`src/rtl/aes_req_arbiter.sv`:
```
// Round-robin front end that shares one iterative AES-128 core between N_REQ requesters.
// One request is in flight at a time: IDLE grant -> LOAD pulse -> RUN (watchdog) -> RESP handshake.
module aes_req_arbiter #(
    parameter int N_REQ   = 2,
    parameter int MAX_CYC = 16
) (
    input  logic                 clk,
    input  logic                 rst_n,
    input  logic [N_REQ-1:0]     req_valid_i,
    output logic [N_REQ-1:0]     req_ready_o,
    input  logic [128*N_REQ-1:0] req_key_i,
    input  logic [128*N_REQ-1:0] req_data_i,
    output logic [N_REQ-1:0]     rsp_valid_o,
    input  logic [N_REQ-1:0]     rsp_ready_i,
    output logic [127:0]         rsp_data_o,
    output logic                 rsp_err_o,
    output logic                 core_load_o,
    output logic [127:0]         core_key_o,
    output logic [127:0]         core_data_o,
    input  logic [127:0]         core_data_i,
    input  logic                 core_done_i,
    output logic                 busy_o
);

    localparam int IDW = (N_REQ > 2) ? 2 : 1;
    localparam int CW  = $clog2(MAX_CYC + 1);

    typedef enum logic [1:0] {
        ST_IDLE,
        ST_LOAD,
        ST_RUN,
        ST_RESP
    } state_t;

    state_t           state_q, state_d;
    logic [IDW-1:0]   rr_ptr_q, rr_ptr_d;
    logic [IDW-1:0]   id_q, id_d;
    logic [CW-1:0]    cnt_q, cnt_d;
    logic [127:0]     key_q, key_d;
    logic [127:0]     pt_q, pt_d;
    logic [127:0]     rsp_data_q, rsp_data_d;
    logic             rsp_err_q, rsp_err_d;
    logic             grant_found;
    logic [IDW-1:0]   grant_id;

    function automatic logic [IDW-1:0] wrap_add(input logic [IDW-1:0] a, input int b);
        int s;
        s = (int'(a) + b) % N_REQ;
        return IDW'(s);
    endfunction

    // Scan downward so the smallest offset from rr_ptr is the last (winning) assignment.
    always_comb begin
        grant_found = 1'b0;
        grant_id    = '0;
        for (int i = N_REQ - 1; i >= 0; i--) begin
            if (req_valid_i[wrap_add(rr_ptr_q, i)]) begin
                grant_found = 1'b1;
                grant_id    = wrap_add(rr_ptr_q, i);
            end
        end
    end

    always_comb begin
        state_d     = state_q;
        rr_ptr_d    = rr_ptr_q;
        id_d        = id_q;
        cnt_d       = cnt_q;
        key_d       = key_q;
        pt_d        = pt_q;
        rsp_data_d  = rsp_data_q;
        rsp_err_d   = rsp_err_q;
        req_ready_o = '0;
        rsp_valid_o = '0;
        core_load_o = 1'b0;

        case (state_q)
            ST_IDLE: begin
                // Ready is only raised for a valid requester, so a grant is always a handshake.
                if (grant_found) begin
                    req_ready_o[grant_id] = 1'b1;
                    key_d   = req_key_i[int'(grant_id)*128 +: 128];
                    pt_d    = req_data_i[int'(grant_id)*128 +: 128];
                    id_d    = grant_id;
                    state_d = ST_LOAD;
                end
            end
            ST_LOAD: begin
                core_load_o = 1'b1;
                cnt_d       = '0;
                state_d     = ST_RUN;
            end
            ST_RUN: begin
                cnt_d = cnt_q + 1'b1;
                if (core_done_i) begin
                    rsp_data_d = core_data_i;
                    rsp_err_d  = 1'b0;
                    state_d    = ST_RESP;
                end else if (cnt_d == CW'(MAX_CYC)) begin
                    rsp_data_d = '0;
                    rsp_err_d  = 1'b1;
                    state_d    = ST_RESP;
                end
            end
            ST_RESP: begin
                rsp_valid_o[id_q] = 1'b1;
                if (rsp_ready_i[id_q]) begin
                    rr_ptr_d = wrap_add(id_q, 1);
                    state_d  = ST_IDLE;
                end
            end
            default: state_d = ST_IDLE;
        endcase
    end

    always_ff @(posedge clk or negedge rst_n) begin
        if (!rst_n) begin
            state_q    <= ST_IDLE;
            rr_ptr_q   <= '0;
            id_q       <= '0;
            cnt_q      <= '0;
            key_q      <= '0;
            pt_q       <= '0;
            rsp_data_q <= '0;
            rsp_err_q  <= 1'b0;
        end else begin
            state_q    <= state_d;
            rr_ptr_q   <= rr_ptr_d;
            id_q       <= id_d;
            cnt_q      <= cnt_d;
            key_q      <= key_d;
            pt_q       <= pt_d;
            rsp_data_q <= rsp_data_d;
            rsp_err_q  <= rsp_err_d;
        end
    end

    assign core_key_o  = key_q;
    assign core_data_o = pt_q;
    assign rsp_data_o  = rsp_data_q;
    assign rsp_err_o   = rsp_err_q;
    assign busy_o      = (state_q != ST_IDLE);

endmodule

```
`config.mk`:
```
export PLATFORM = sky130hd
export DESIGN_NAME = aes_req_arbiter
export DESIGN_NICKNAME = d
export VERILOG_FILES = /design/src/rtl/aes_req_arbiter.sv
export SDC_FILE = /design/constraint.sdc
export NUM_CORES = 1
export LEC_CHECK = 0
export ABC_AREA = 0
export CORE_AREA = 2 2 401 403
export CTS_CLUSTER_DIAMETER = 150
export DETAILED_ROUTE_END_ITERATION = 6
export DIE_AREA = 0 0 403 405
export DONT_BUFFER_PORTS = 1
export PLACE_DENSITY = 0.35
export SETUP_SLACK_MARGIN = 0.05
export SYNTH_ARGS = -nofsm -noshare
export SYNTH_HDL_FRONTEND = slang
export SYNTH_SLANG_ARGS = --single-unit
```
`constraint.sdc`:
```
create_clock -name clk -period 2.13 [get_ports clk]
set_clock_uncertainty 0.2 [all_clocks]
set_input_delay 0.426 -clock clk [delete_from_list [all_inputs] [get_ports clk]]
set_output_delay 0.426 -clock clk [all_outputs]
set_load 0.01 [all_outputs]
```
==> out/metrics.cfg <==
[pwr]
power.density_mw_per_mm2=1280
peakVddDrop_v=0.000734
p_leak_nw=12.7

[placement]
dp.cells=3782
globalplace.congestion=0.897
port_buffers=0
place_hpwl_um=76800

[clocking]
holdBufCountCts=645
clockBufferDepth=3
cts_sinks=394
root_buffer=clkbuf_16
clock_latency_ps=620
cts_tree=yes
htree_levels=2
numCtsBuffers=50
clkTransAtPathRegs_ps=70

[logic_synthesis]
syn_nets=2390
yosysUniqueCellTypes=32
ys.flop_type=dfrtp_1
syn_area_mm2=0.0172
synth_edf_count=0
yosysSeqAreaShare=0.572
synthArstFlopShare=1.00
synth_area_leaders=dfrtp_1, a22oi_1, inv_1
syn_inst=1737
synth-seq-cells=394
synth.top_cells.by_count=dfrtp_1, inv_1, a22oi_1
yosys.area.top_type=dfrtp_1
synth_area_per_cell_um2=9.93
yosys_warnings=0
yosysMostFrequentCell=dfrtp_1
synth_top_cell_area_share=0.572

[critical_path]
crit_path_max_incr_delay_ps=390
cp_cell_sequence=inv_2 -> ha_4 -> inv_4 -> a211oi_4 -> buf_12 -> buf_12
worstPathRequired_ps=1500
end_kind=primary output
arrival_ps=1770
cp_top_family=flip-flops
critPathSlowestCell=dfrtp_1
crit_top_cell=buf_12
path_buf_inv=4
start_kind=register
crit_type=reg2out
cp_max_fo=8

[timing]
hold_viol=394
timing.fmax_mhz=418
layout_setup_ws_ps=-264
slew_headroom=-0.121
worstMarginPinSlew_ps=1680
final.min_clock_period_ps=2390
timing.hold.ws_ps=-677
finalSetupViolations=165
period_share=1.12
setup_tns_ps=-14720
rsz0062_at_grt=true
final-max-slew-violation-count=85

[global_routing]
antenna_found_initial=65
grtUsageMet3=0.0395
grt_usage=0.113
grt_pass1_vias=16648
grt_max_degree=395
grt.met1_usage=0.135
met2_usage=0.191
grt_pass1_wl_um=133000
top_usage_layer=met2
grt_overflow=0

[drt]
drt_iter0_markers=1186
drtPass1Iterations=6
drc=0
viasPerCell=3.60
final_antenna_net_count=0
vias=16374
wire_per_inst_um=21.6
routed_wl_um=98300

[final_layout]
final_nets=3054
n_fill_cell=17615
area_growth_pct=65.2
drive_gt1_frac=0.0759
layoutNonFillerInstCount=4552
fin_util=0.179

[floorplanning]
fp.dieH_um=405
die_x_um=403
io_pins=1038
rows=147
fp.dieArea_mm2=0.163
core_mm2=0.159
initial_utilization=0.108

[hold_path]
hp-class=in2async

[flow_run]
max_cap_violations=0

[status]
status=complete, but fails checks
violations=hold timing, slew limit, setup timing

report_power, final:
group          internal, mW  switching [mW]
registers              10.9            5.87
clock network          5.26            3.60
logic                  5.25            5.62
total                  21.4            15.1
registers in the layout, indices dropped and copies added (netlist names):
name	count
rsp_err_o	1
id_q	1
core_key_o	128
rr_ptr_q	1
core_data_o	128
state_q	2
cnt_q	5
rsp_data_o	128
cells by family (layout without fill, tap and decap cells):
kind of cell	after synthesis	after routing	share of synthesized area
other cells	0	28	0
fa+ha+maj	6	6	0.00435
flops	394	394	0.572
buf+inv	487	1188	0.115
compound gates	753	753	0.272
mux	37	37	0.0215
simple gates	60	60	0.0148
worst register-to-register path: cells and delay by family (launching register included):
kind	cells	cell delay (ps)
AOI/OAI and AO/OA	3	470
buffers and inverters	5	1010
DFF	1	390
adders and majority gates	1	150
per-stage QoR:
| stage | total power [mW] | setup slack [ps] | area [µm²] |
|---|---|---|---|
| after CTS | 37.0 | -351 | 28400 |
| final | 36.5 | -264 | 28500 |
| after global placement | 26.5 | 97.5 | 20200 |
| after global routing | 39.0 | -372 | 28500 |
| after detailed placement | 26.5 | 81.9 | 20200 |
| after floorplan | 21.5 | 90.7 | 17200 |
final cells by class:
class	instances	area, µm²	share of cell area
flip-flops and latches	394	9860	0.346
repair buffers	740	7480	0.262
clock buffers	75	1450	0.0508
diodes	28	70.1	0.00246
clock inverters	14	201	0.00707
multi-input cells	856	5470	0.192
well taps	2086	2610	0.0916
inverters	359	1360	0.0476
metal layers:
metal	vias up	wire length (µm)
met5	-	196
met3	158	8580
met4	30	2450
met2	827	48200
li1	7362	-
met1	7997	38900
final timing paths:
kind / from / endpoint / slack [ps] / cells after the start
worst max register to register: state_q[1]$_DFFE_PN0P_ / core_data_o[101]$_DFFE_PN0P_ / -180 / 9
worst min register to register: cnt_q[4]$_DFFE_PN0P_ / cnt_q[4]$_DFFE_PN0P_ / 330 / 1
worst max-delay path: state_q[1]$_DFFE_PN0P_ / req_ready_o[0] / -260 / 6
max in group asynchronous: rst_n / rsp_data_o[5]$_DFFE_PN0P_ / 1070 / 0
worst min-delay path: rst_n / core_data_o[108]$_DFFE_PN0P_ / -680 / 0
min in group clk: core_done_i / rsp_data_o[22]$_DFFE_PN0P_ / 60 / 2
timing repair:
| action | in CTS | in global routing |
|---|---|---|
| pin swaps | 4 | 1 |
| resized for setup | 21 | 3 |
| setup endpoints to repair | 8 | 264 |
| buffers inserted | 8 | 3 |
| endpoints found under the hold margin | 780 | 394 |
placed cells by master (no fill, tap or decap), types with 2 or more instances in the layout:
cell type / n
clkinv_2: 7
o21ai_0: 160
clkbuf_16: 51
inv_2: 3
and2_4: 2
dlygate4sd3_1: 645
o21ai_1: 228
nand2b_1: 3
clkbuf_1: 16
ha_1: 3
nand2_1: 43
a22oi_1: 352
nand3_1: 4
mux2i_1: 37
diode_2: 28
buf_12: 23
ha_4: 3
inv_1: 353
buf_4: 67
buf_6: 5
inv_4: 3
dfrtp_1: 394
a21oi_1: 2
bufinv_16: 5
o21ai_4: 2
nor2_1: 3
clkbuf_8: 8
Note: power is estimated with default switching activity, not from simulation.
